### config.mk
export PLATFORM = sky130hd
export DESIGN_NAME = fp_add_resq
export DESIGN_NICKNAME = d
export VERILOG_FILES = /design/src/rtl/fp_pkg.sv /design/src/rtl/fp_add_resq_mem.sv /design/src/rtl/fp_add_resq.sv
export SDC_FILE = /design/constraint.sdc
export NUM_CORES = 1
export LEC_CHECK = 0
export CAP_MARGIN = 20
export CORE_ASPECT_RATIO = 2
export CORE_MARGIN = 1
export CORE_UTILIZATION = 61
export DETAILED_ROUTE_END_ITERATION = 8
export HOLD_SLACK_MARGIN = 0.1
export PLACE_DENSITY_LB_ADDON = 0.12
export SYNTH_ARGS = -nofsm -noshare
export SYNTH_HDL_FRONTEND = slang
export SYNTH_SLANG_ARGS = --single-unit
### constraint.sdc
create_clock -name clk -period 8 [get_ports clk]
set_clock_uncertainty 0.1 [all_clocks]
set_input_delay 1.2 -clock clk [delete_from_list [all_inputs] [get_ports clk]]
set_output_delay 1.2 -clock clk [all_outputs]
set_load 0.02 [all_outputs]
### src/rtl/fp_pkg.sv
// Shared floating-point package.
// Holds the operand width, the width of the adder status flags and the bit
// position of each flag inside the {exception, underflow, overflow} vector.
package fp_pkg;

  localparam int FP_W      = 32;
  localparam int FP_FLAG_W = 3;

  // Bit positions inside the adder flag vector
  localparam int FLAG_OVF  = 0;
  localparam int FLAG_UNF  = 1;
  localparam int FLAG_EXC  = 2;

endpackage : fp_pkg

### src/rtl/fp_add_resq_mem.sv
// Result-queue storage for fp_add_resq.
// DEPTH x WIDTH register file with one synchronous write port and one
// asynchronous read port. The data array is not reset; validity is tracked
// by the owner of the queue pointers.
//
// Ports:
//   clk    - clock, write on rising edge
//   we     - write enable
//   waddr  - write address
//   wdata  - write data
//   raddr  - read address
//   rdata  - read data (combinational from raddr)
module fp_add_resq_mem #(
  parameter int DEPTH = 4,
  parameter int WIDTH = 32,
  parameter int AW    = $clog2(DEPTH)
) (
  input  logic             clk,
  input  logic             we,
  input  logic [AW-1:0]    waddr,
  input  logic [WIDTH-1:0] wdata,
  input  logic [AW-1:0]    raddr,
  output logic [WIDTH-1:0] rdata
);

  logic [WIDTH-1:0] mem_r [DEPTH];

  // Storage write port
  always_ff @(posedge clk) begin
    if (we) begin
      mem_r[waddr] <= wdata;
    end
  end

  assign rdata = mem_r[raddr];

endmodule : fp_add_resq_mem

### src/rtl/fp_add_resq.sv
// Credit-managed result queue behind a floating-point adder.
// Upstream issues an add only while credit_ok is high; the credit accounts
// for both adds still in flight and results already queued, so every done
// pulse is guaranteed a slot. Results leave through a registered
// valid/ready head with no fall-through.
//
// Optional feature: define FP_ADD_RESQ_FLAGS_EN to store the three adder
// flags per entry and expose them on out_flags; otherwise in_flags is
// ignored and out_flags does not exist.
//
// Ports:
//   clk        - clock
//   rst        - synchronous active-high reset
//   issue      - upstream start pulse
//   credit_ok  - one more issue fits
//   in_done    - adder done pulse
//   in_res     - adder result
//   in_flags   - {exception, underflow, overflow}
//   out_valid  - queue head valid
//   out_ready  - consumer accepts head
//   out_res    - head result
//   out_flags  - head flags (FP_ADD_RESQ_FLAGS_EN only)
//   count      - queued entries
//   inflight   - issued but not yet done
//   err        - sticky protocol violation
module fp_add_resq
  import fp_pkg::*;
#(
  parameter int DEPTH = 4
) (
  input  logic                     clk,
  input  logic                     rst,
  input  logic                     issue,
  output logic                     credit_ok,
  input  logic                     in_done,
  input  logic [FP_W-1:0]          in_res,
  input  logic [FP_FLAG_W-1:0]     in_flags,
  output logic                     out_valid,
  input  logic                     out_ready,
  output logic [FP_W-1:0]          out_res,
`ifdef FP_ADD_RESQ_FLAGS_EN
  output logic [FP_FLAG_W-1:0]     out_flags,
`endif
  output logic [$clog2(DEPTH):0]   count,
  output logic [$clog2(DEPTH):0]   inflight,
  output logic                     err
);

  localparam int AW = $clog2(DEPTH);
  localparam int CW = AW + 1;
`ifdef FP_ADD_RESQ_FLAGS_EN
  localparam int ENTRY_W = FP_W + FP_FLAG_W;
`else
  localparam int ENTRY_W = FP_W;
`endif

  logic [CW-1:0]      count_r;
  logic [CW-1:0]      inflight_r;
  logic [AW-1:0]      wr_ptr_r;
  logic [AW-1:0]      rd_ptr_r;
  logic               out_valid_r;
  logic [FP_W-1:0]    out_res_r;
  logic               err_r;

  logic               full_s;
  logic               credit_ok_s;
  logic               pop_s;
  logic               push_s;
  logic               accept_issue_s;
  logic [CW-1:0]      count_nxt_s;
  logic [AW-1:0]      rd_ptr_nxt_s;
  logic [ENTRY_W-1:0] entry_in_s;
  logic [ENTRY_W-1:0] rd_data_s;
  logic [ENTRY_W-1:0] head_nxt_s;

`ifdef FP_ADD_RESQ_FLAGS_EN
  logic [FP_FLAG_W-1:0] out_flags_r;
  assign entry_in_s = {in_res, in_flags};
`else
  logic unused_flags_s;
  assign unused_flags_s = ^in_flags;
  assign entry_in_s     = in_res;
`endif

  // Credit covers queued plus in-flight work; sum is one bit wider so it
  // cannot wrap when both reach DEPTH.
  assign credit_ok_s    = ({1'b0, inflight_r} + {1'b0, count_r}) < (CW+1)'(DEPTH);
  assign full_s         = (count_r == CW'(DEPTH));
  assign pop_s          = out_valid_r && out_ready;
  assign push_s         = in_done && (!full_s || pop_s);
  assign accept_issue_s = issue && credit_ok_s;
  assign rd_ptr_nxt_s   = pop_s ? (rd_ptr_r + AW'(1)) : rd_ptr_r;

  // Next occupancy from push/pop combination
  always_comb begin
    count_nxt_s = count_r;
    case ({push_s, pop_s})
      2'b10:   count_nxt_s = count_r + CW'(1);
      2'b01:   count_nxt_s = count_r - CW'(1);
      default: count_nxt_s = count_r;
    endcase
  end

  // Next head: when the slot becoming head is being written this cycle
  // (queue empty after any pop), take the incoming entry directly.
  always_comb begin
    head_nxt_s = rd_data_s;
    if (push_s && (wr_ptr_r == rd_ptr_nxt_s)) begin
      head_nxt_s = entry_in_s;
    end else begin
      head_nxt_s = rd_data_s;
    end
  end

  fp_add_resq_mem #(
    .DEPTH (DEPTH),
    .WIDTH (ENTRY_W)
  ) u_mem (
    .clk   (clk),
    .we    (push_s),
    .waddr (wr_ptr_r),
    .wdata (entry_in_s),
    .raddr (rd_ptr_nxt_s),
    .rdata (rd_data_s)
  );

  // Queue pointers, occupancy and registered head
  always_ff @(posedge clk) begin
    if (rst) begin
      count_r     <= CW'(0);
      wr_ptr_r    <= AW'(0);
      rd_ptr_r    <= AW'(0);
      out_valid_r <= 1'b0;
      out_res_r   <= FP_W'(0);
`ifdef FP_ADD_RESQ_FLAGS_EN
      out_flags_r <= FP_FLAG_W'(0);
`endif
    end else begin
      count_r     <= count_nxt_s;
      rd_ptr_r    <= rd_ptr_nxt_s;
      out_valid_r <= (count_nxt_s != CW'(0));
      if (push_s) begin
        wr_ptr_r <= wr_ptr_r + AW'(1);
      end
      if (count_nxt_s != CW'(0)) begin
`ifdef FP_ADD_RESQ_FLAGS_EN
        out_res_r   <= head_nxt_s[ENTRY_W-1 -: FP_W];
        out_flags_r <= head_nxt_s[FP_FLAG_W-1:0];
`else
        out_res_r   <= head_nxt_s;
`endif
      end
    end
  end

  // In-flight tracking; an accepted issue and a done in the same cycle cancel
  always_ff @(posedge clk) begin
    if (rst) begin
      inflight_r <= CW'(0);
    end else if (accept_issue_s && in_done) begin
      inflight_r <= inflight_r;
    end else if (accept_issue_s) begin
      inflight_r <= inflight_r + CW'(1);
    end else if (in_done && (inflight_r != CW'(0))) begin
      inflight_r <= inflight_r - CW'(1);
    end
  end

  // Sticky protocol error: issue without credit, or done dropped at full
  always_ff @(posedge clk) begin
    if (rst) begin
      err_r <= 1'b0;
    end else if ((issue && !credit_ok_s) || (in_done && full_s && !pop_s)) begin
      err_r <= 1'b1;
    end
  end

  assign credit_ok = credit_ok_s;
  assign out_valid = out_valid_r;
  assign out_res   = out_res_r;
`ifdef FP_ADD_RESQ_FLAGS_EN
  assign out_flags = out_flags_r;
`endif
  assign count     = count_r;
  assign inflight  = inflight_r;
  assign err       = err_r;

endmodule : fp_add_resq

==> flow_metrics.py, run 1 <==
metrics = {
    "floorplanning": {
        "fp.dieH_um": 164,
        "num_rows": 58,
        "start_util": 0.631,
        "core_sq_um": 12600,
        "fp.dieW_um": 82.8,
        "num_io_pins": 81,
        "dieArea_sq_um": 13600,
    },
    "clock_tree": {
        "clock_latency_ns": 0.42,
        "cts-resized-gates": 0,
        "holdBufCountCts": 0,
        "h-tree-depth": 4,
        "cts_max_path_buffers": 2,
        "numCtsBuffers": 17,
        "cts_tree": "yes",
        "clockRootBuffer": "clkbuf_16",
        "cts_setup_buffers": 0,
        "clock-sinks": 172,
        "path_clk_slew_ns": 0.07,
    },
    "placement": {
        "gp_congestion": 0.789,
        "dpl.cell_count": 845,
        "io_buffers": 77,
        "dp_hpwl_um": 9910,
    },
    "sta": {
        "finalCritPeriodShare": 0.509,
        "holdWs_ns": 0.380,
        "setup_viol": 0,
        "slew_headroom": 0.320,
        "maxSlewViolCount": 0,
        "fin_crit_ns": 4.07,
        "worst_slew_pin_slew_ns": 1.02,
        "finalHoldViolCount": 0,
        "fin_setup_tns_ns": 0,
        "fmax_mhz": 246,
        "grt_setup_unrepaired": "false",
    },
    "drt": {
        "viasPerCell": 6.73,
        "wire_per_inst_um": 20.8,
        "via_count": 5912,
        "drt-pass1-iter-count": 4,
        "drc": 0,
        "ant_nets": 0,
        "wirelength_um": 18300,
        "drt_iter0_drc": 365,
    },
    "global_routing": {
        "grt_max_degree": 134,
        "grt_pass1_wl_um": 29000,
        "antenna_found_initial": 0,
        "grt_overflow": 0,
        "grt_pass1_vias": 5892,
        "grt_use_total": 0.273,
    },
    "critical_path": {
        "timing.critical_path.buf_inv": 3,
        "crit_chain": "clkdlybuf4s50_1 > nand3b_1 > inv_1 > fa_1 > o21ai_0 > o221ai_1 > a31oi_4 > buf_4 > nor2_1 > a311oi_1",
        "required_ns": 8.23,
        "critPathLaunchType": "input pin",
        "cp_top_family": "buffers and inverters",
        "max_stage_delay_ns": 0.73,
        "arrival_ns": 4.30,
        "cp_slowest_cell": "clkdlybuf4s50_1",
        "path_max_fanout": 65,
        "path_class": "input pin to register",
        "crit_path_end_kind": "register",
    },
    "pwr": {
        "p_total_mw": 2.62,
        "p_leak_nw": 3.26,
        "power_density_nw_per_um2": 280,
        "peakVddDrop_mv": 0.274,
    },
    "synth": {
        "synth_top_cell_area_share": 0.482,
        "syn_area_per_cell_sq_um": 11.7,
        "syn-num-nets": 727,
        "synth_ff_type": "edfxtp_1",
        "synth_area_sq_um": 7970,
        "seq_area_frac_synth": 0.593,
        "synth-async-reset-ratio": 0,
        "synth_edf_count": 128,
        "synth_area_leaders": "edfxtp_1, dfxtp_1, a211o_1",
        "ys_seq_elements": 172,
        "ys_types": 47,
        "syn_inst": 679,
        "yosysWarningCount": 0,
        "yosysTopAreaCell": "edfxtp_1",
    },
    "final_layout": {
        "syn_to_final_growth_pct": 17.3,
        "fillers": 843,
        "final_cell_mix": "edfxtp_1, clkdlybuf4s50_1, nor2_1, a211o_1, dfxtp_1",
        "finalNonFillerCells": 878,
        "utilization": 0.740,
        "final_common_cell": "edfxtp_1",
        "diodes": 0,
        "multiInputGateArea_sq_um": 2940,
        "drive_above_1_share": 0.0701,
        "seqCellArea_sq_um": 4730,
        "final_nets": 763,
    },
    "worst_hold_path": {
        "hold_path_class": "register to register",
    },
    "outcome": {
        "outcome": "completed",
    },
    "job": {
        "max_cap_violations": 0,
    },
}
-- kinds of logic after synthesis --
logic type / share of synthesized area
and+or+nand+nor: 0.145
AOI/OAI and AO/OA: 0.195
DFF: 0.593
buffers and inverters: 0.0422
adders and majority gates: 0.0144
xor gates and xnor gates: 0.00550
muxes: 0.00518
-- where the power goes --
part	internal [mW]	total, mW	switching [mW]
sequential	1.06	1.12	0.0673
clock	0.542	0.893	0.351
combinational	0.264	0.606	0.342
total	1.86	2.62	0.761
-- worst register-to-register path: cells and delay by family, from the launching register on --
family | cells | cell delay (ns)
buffers and inverters | 1 | 0.60
AOI/OAI and AO/OA | 3 | 0.89
and+or+nand+nor | 2 | 0.91
DFF | 1 | 0.49
-- registers in the layout, summed over array words and instances (netlist names) --
register / flops
out_valid: 1
wr_ptr_r: 2
count: 3
rd_ptr_r: 2
u_mem.mem_r: 128
err: 1
out_res: 32
inflight: 3
-- routing by layer --
metal	wire (um)	vias to the layer above	track usage
met1	7090	2943	0.309
met3	726	56	0.0460
met4	583	0	0.129
li1	-	2703	-
met2	9870	210	0.497
met5	0	-	0
-- cell type report --
class,instances,area share
clock buffers,20,0.0478
multi-input cells,434,0.314
flip-flops and latches,172,0.506
inverters,7,0.00281
well taps,150,0.0201
clock inverters,12,0.0211
repair buffers,83,0.0881
-- path summary, 6_finish.rpt --
check / to / cells after the start / slack [ns] / from
max: out_res[11] / 10 / 3.93 / in_done
min: err / 2 / 0.38 / err
max reg2reg: out_res[5] / 6 / 4.93 / out_valid
min reg2reg: err / 2 / 0.38 / err
-- stage by stage --
stage / area (sq um) / setup slack, ns
2_1_floorplan: 7970 / 4.51
3_3_place_gp: 8690 / 3.70
3_5_place_dp: 8690 / 3.54
4_1_cts: 9330 / 3.97
5_1_grt: 9350 / 3.62
6_report: 9350 / 3.93
-- cells in the mapped netlist, drive strengths merged (3+ instances only) --
cell type and n:
edfxtp 128, nor2 75, a211o 63, dfxtp 44, nand2 38, clkbuf 36, a211oi 33, nor2b 33
nor3 33, nand3b 32, a311oi 31, o311ai 31, buf 30, inv 7, o21ai 7, a31oi 6
ha 6, a21oi 5, and2 5, nand3 4, mux2i 3, xnor2 3
(Power assumes the default switching activity.)
==> run 2, diff against run 1 <==
CORE_UTILIZATION = 51   (was 61)
clock period = 3.61 ns   (was 8 ns; I/O delays follow)
==> flow_metrics.py, run 2 (synthesis results as in run 1) <==
metrics = {
    "clock_tree": {
        "numCtsBuffers": 17,
        "cts_setup_buffers": 0,
        "clockRootBuffer": "clkbuf_16",
        "cts-resized-gates": 0,
        "clock-sinks": 172,
        "h-tree-depth": 4,
        "path_clk_slew_ns": 0.07,
        "holdBufCountCts": 0,
        "cts_tree": "yes",
        "clock_latency_ns": 0.43,
        "cts_max_path_buffers": 2,
    },
    "global_routing": {
        "antenna_found_initial": 0,
        "grt_overflow": 0,
        "grt_use_total": 0.238,
        "grt_pass1_vias": 5754,
        "grt_pass1_wl_um": 29700,
        "met2_usage": 0.450,
        "grt.busiest_layer": "met2",
        "grt_max_degree": 73,
        "gr-usage-met3": 0.0407,
        "met1_usage": 0.267,
    },
    "floorplanning": {
        "dieArea_sq_um": 16200,
        "fp.dieH_um": 179,
        "num_rows": 64,
        "fp.dieW_um": 90.4,
        "num_io_pins": 81,
        "start_util": 0.521,
        "core_sq_um": 15300,
    },
    "drt": {
        "wirelength_um": 18500,
        "wire_per_inst_um": 19.8,
        "drc": 0,
        "via_count": 5857,
        "ant_nets": 0,
        "drt-pass1-iter-count": 5,
        "drt_iter0_drc": 366,
        "viasPerCell": 6.25,
    },
    "critical_path": {
        "crit_chain": "ha_1 > nor3_1 > nand2_1 > inv_1 > clkdlybuf4s50_1",
        "path_class": "register to primary output",
        "ff2ff_path_depth": 6,
        "cp_slowest_cell": "clkdlybuf4s50_1",
        "path_max_fanout": 7,
        "critPathLaunchType": "register",
        "crit_path_end_kind": "primary output",
        "arrival_ns": 2.40,
        "required_ns": 2.97,
        "max_stage_delay_ns": 0.59,
    },
    "worst_hold_path": {
        "hold_depth": 2,
        "hold_path_class": "register to register",
    },
    "sta": {
        "finalHoldViolCount": 0,
        "fin_setup_tns_ns": 0,
        "setup_viol": 0,
        "fin_crit_ns": 3.05,
        "finalCritPeriodShare": 0.844,
        "fmax_mhz": 328,
        "worst_slew_pin_slew_ns": 1.01,
        "grt_setup_unrepaired": "false",
        "slew_headroom": 0.327,
        "maxSlewViolCount": 0,
    },
    "pwr": {
        "power_density_nw_per_um2": 598,
        "peakVddDrop_mv": 0.384,
        "p_leak_nw": 3.33,
    },
    "final_layout": {
        "diodes": 0,
        "drive_above_1_share": 0.0853,
        "regMostFlops": "u_mem.mem_r",
        "finalNonFillerCells": 937,
        "largest_reg_flops": 128,
        "final_common_cell": "edfxtp_1",
        "final_nets": 774,
        "syn_to_final_growth_pct": 19.8,
        "utilization": 0.624,
        "final_cell_mix": "edfxtp_1, clkdlybuf4s50_1, nor2_1, a211o_1, dfxtp_1",
    },
    "placement": {
        "gp_congestion": 0.761,
        "dp_hpwl_um": 10900,
        "io_buffers": 77,
        "dpl.cell_count": 905,
    },
    "job": {
        "max_cap_violations": 0,
    },
    "outcome": {
        "outcome": "completed",
    },
}
## run 2: cell types whose count changed in the layout (fill, tap and decap cells not counted)
cell,previous run,this run
buf_4,5,8
clkinv_4,2,5
bufinv_16,4,2
clkinv_2,0,1
and2_4,0,1
and2_2,5,4
buf_12,1,9
inv_6,3,4
clkbuf_1,2,0
clkinv_1,0,1
inv_8,3,1
## run 2: cell type report
| cell class | instances | area [sq um] |
|---|---|---|
| Clock buffer | 18 | 439 |
| Clock inverter | 14 | 159 |
| Fill cell | 1189 | 5750 |
| Inverter | 7 | 26.3 |
| Multi-Input combinational cell | 434 | 2940 |
| Sequential cell | 172 | 4730 |
| Tap cell | 198 | 248 |
| Timing Repair Buffer | 94 | 1010 |
## run 2: metrics by stage
step                      power, mW  setup WS [ns]  hold slack, ns  area [sq um]
final                          5.71          0.564           0.389          9550
after global placement         3.87          0.457           0.358          8950
after global routing           5.95          0.424           0.423          9550
after detailed placement       3.92          0.310           0.378          8950
after floorplan                3.37          0.776           0.444          7970
after CTS                      5.75          0.565           0.395          9550
## run 2: final timing paths
| kind | end | start | slack [ns] |
|---|---|---|---|
| hold / removal | err | err | 0.39 |
| hold reg to reg | err | err | 0.39 |
| setup / recovery | credit_ok | count[2] | 0.56 |
| setup reg to reg | out_res[31] | rd_ptr_r[0] | 0.95 |
## run 2: where the power goes
part	internal (mW)	total (mW)	leakage, nW	switching, mW
clock network	1.05	1.84	0.295	0.786
logic	0.624	1.39	1.49	0.766
registers	2.34	2.48	1.54	0.145
total	4.01	5.71	3.33	1.70
## run 2: worst max-delay path, delay by kind of cell (launching register included)
kind / cells / cell delay [ns]
buffers and inverters: 2 / 0.68
and+or+nand+nor: 2 / 0.55
DFF: 1 / 0.46
adders and majority gates: 1 / 0.28
## run 2: metal layers
layer,vias to the layer above,wire [um]
met5,-,0
met1,2946,7260
met3,18,673
li1,2734,-
met2,159,10400
met4,0,252
==> run 3, diff against run 2 <==
clock period = 2.75 ns   (was 3.61 ns; I/O delays follow)
==> flow_metrics.py, run 3 (synthesis results as in run 1) <==
metrics = {
    "sta": {
        "finalCritPeriodShare": 0.946,
        "slew_headroom": 0.552,
        "fin_ws_ns": 0.150,
        "fin_setup_tns_ns": 0,
        "worst_slew_pin_slew_ns": 0.672,
        "fin_crit_ns": 2.60,
        "setup_viol": 0,
        "holdWs_ns": 0.376,
        "finalHoldViolCount": 0,
        "fmax_mhz": 385,
        "maxSlewViolCount": 0,
        "grt_setup_unrepaired": "false",
    },
    "critical_path": {
        "crit_path_end_kind": "primary output",
        "required_ns": 2.24,
        "cp_slowest_cell": "clkdlybuf4s50_1",
        "path_class": "register to primary output",
        "path_max_fanout": 4,
        "crit_chain": "ha_1 > nor3_1 > nand2_1 > inv_1 > clkdlybuf4s50_1",
        "arrival_ns": 2.09,
        "critPathLaunchType": "register",
        "max_stage_delay_ns": 0.60,
    },
    "final_layout": {
        "final_cell_mix": "edfxtp_1, clkdlybuf4s50_1, nor2_1, a211o_1, dfxtp_1",
        "regMostFlops": "u_mem.mem_r",
        "drive_above_1_share": 0.116,
        "syn_to_final_growth_pct": 22.3,
        "final_nets": 792,
        "finalNonFillerCells": 956,
        "final_cell_area_sq_um": 9750,
        "largest_reg_flops": 128,
        "fillers": 1149,
        "utilization": 0.637,
        "final_common_cell": "edfxtp_1",
    },
    "global_routing": {
        "grt_use_total": 0.240,
        "grt_pass1_wl_um": 29800,
        "grt_overflow": 0,
        "grt_max_degree": 131,
        "grt_pass1_vias": 5843,
        "antenna_found_initial": 1,
    },
    "floorplanning": {
        "start_util": 0.521,
        "dieArea_sq_um": 16200,
        "fp.dieW_um": 90.4,
        "num_rows": 64,
        "num_io_pins": 81,
        "core_sq_um": 15300,
        "fp.dieH_um": 179,
    },
    "outcome": {
        "outcome": "completed",
    },
    "drt": {
        "drc": 0,
        "ant_nets": 0,
        "via_count": 5894,
        "viasPerCell": 6.17,
        "drt-pass1-iter-count": 5,
        "drt_iter0_drc": 244,
        "wire_per_inst_um": 19.8,
        "wirelength_um": 18900,
    },
    "worst_hold_path": {
        "hold_path_class": "register to register",
    },
    "pwr": {
        "power_density_nw_per_um2": 789,
        "p_leak_nw": 3.42,
        "p_total_mw": 7.69,
        "peakVddDrop_mv": 0.519,
    },
    "placement": {
        "placed_area_sq_um": 9070,
        "dp_hpwl_um": 11100,
        "io_buffers": 77,
        "place_ws_ns": -0.280,
        "dpl.cell_count": 921,
        "gp_congestion": 0.756,
    },
    "job": {
        "max_cap_violations": 0,
    },
    "clock_tree": {
        "numCtsBuffers": 17,
        "h-tree-depth": 4,
        "clock-sinks": 172,
        "clock_latency_ns": 0.42,
        "holdBufCountCts": 0,
        "clockRootBuffer": "clkbuf_16",
        "cts_max_path_buffers": 2,
        "cts_tree": "yes",
        "path_clk_slew_ns": 0.07,
    },
}
## run 3: cell types whose count changed in the layout (fill, tap and decap cells not counted), moves of 2 or more
cell        previous run  this run
clkinvlp_4             0         4
o221ai_2               0         2
dfxtp_1               42        39
clkinv_4               5         3
buf_4                  8        25
dfxtp_2                0         3
o221ai_1               2         0
## run 3: worst max-delay path, delay by kind of cell, from the launching register on
kind,cells,cell delay (ns)
adder cells (fa/ha/maj),1,0.26
flip-flops,1,0.41
buffers and inverters,2,0.68
AND/OR/NAND/NOR,2,0.31
## run 3: final cells by class
cell class / instances / area, sq um / area share
Timing Repair Buffer: 112 / 1160 / 0.119
Antenna cell: 1 / 2.50 / 0.000257
Inverter: 7 / 26.3 / 0.00270
Tap cell: 198 / 248 / 0.0254
Multi-Input combinational cell: 434 / 2950 / 0.303
Clock inverter: 14 / 184 / 0.0189
Clock buffer: 18 / 439 / 0.0451
Sequential cell: 172 / 4740 / 0.486
## run 3: worst paths after layout
path / from / to / slack (ns) / cells after the start
setup reg to reg: out_valid / out_res[12] / 0.36 / 9
hold reg to reg: err / err / 0.38 / 2
hold / removal: err / err / 0.38 / 2
setup / recovery: inflight[2] / credit_ok / 0.15 / 5
## run 3: routing by layer
layer  vias up  global-route usage  wire length [um]
met2       147               0.428             10100
met4         0               0.122               475
met1      2949               0.281              7720
met3        31              0.0339               604
li1       2767                   -                 -
met5         -                   0                 0
## run 3: where the power goes
group          internal (mW)  leakage, nW  switching (mW)
clock                   1.47        0.292            1.01
combinational          0.901         1.59            1.07
sequential              3.07         1.54           0.166
## run 3: timing repair
action                     CTS  global route
resized for setup            0             6
setup endpoints to repair    0            12
setup buffers                0             1
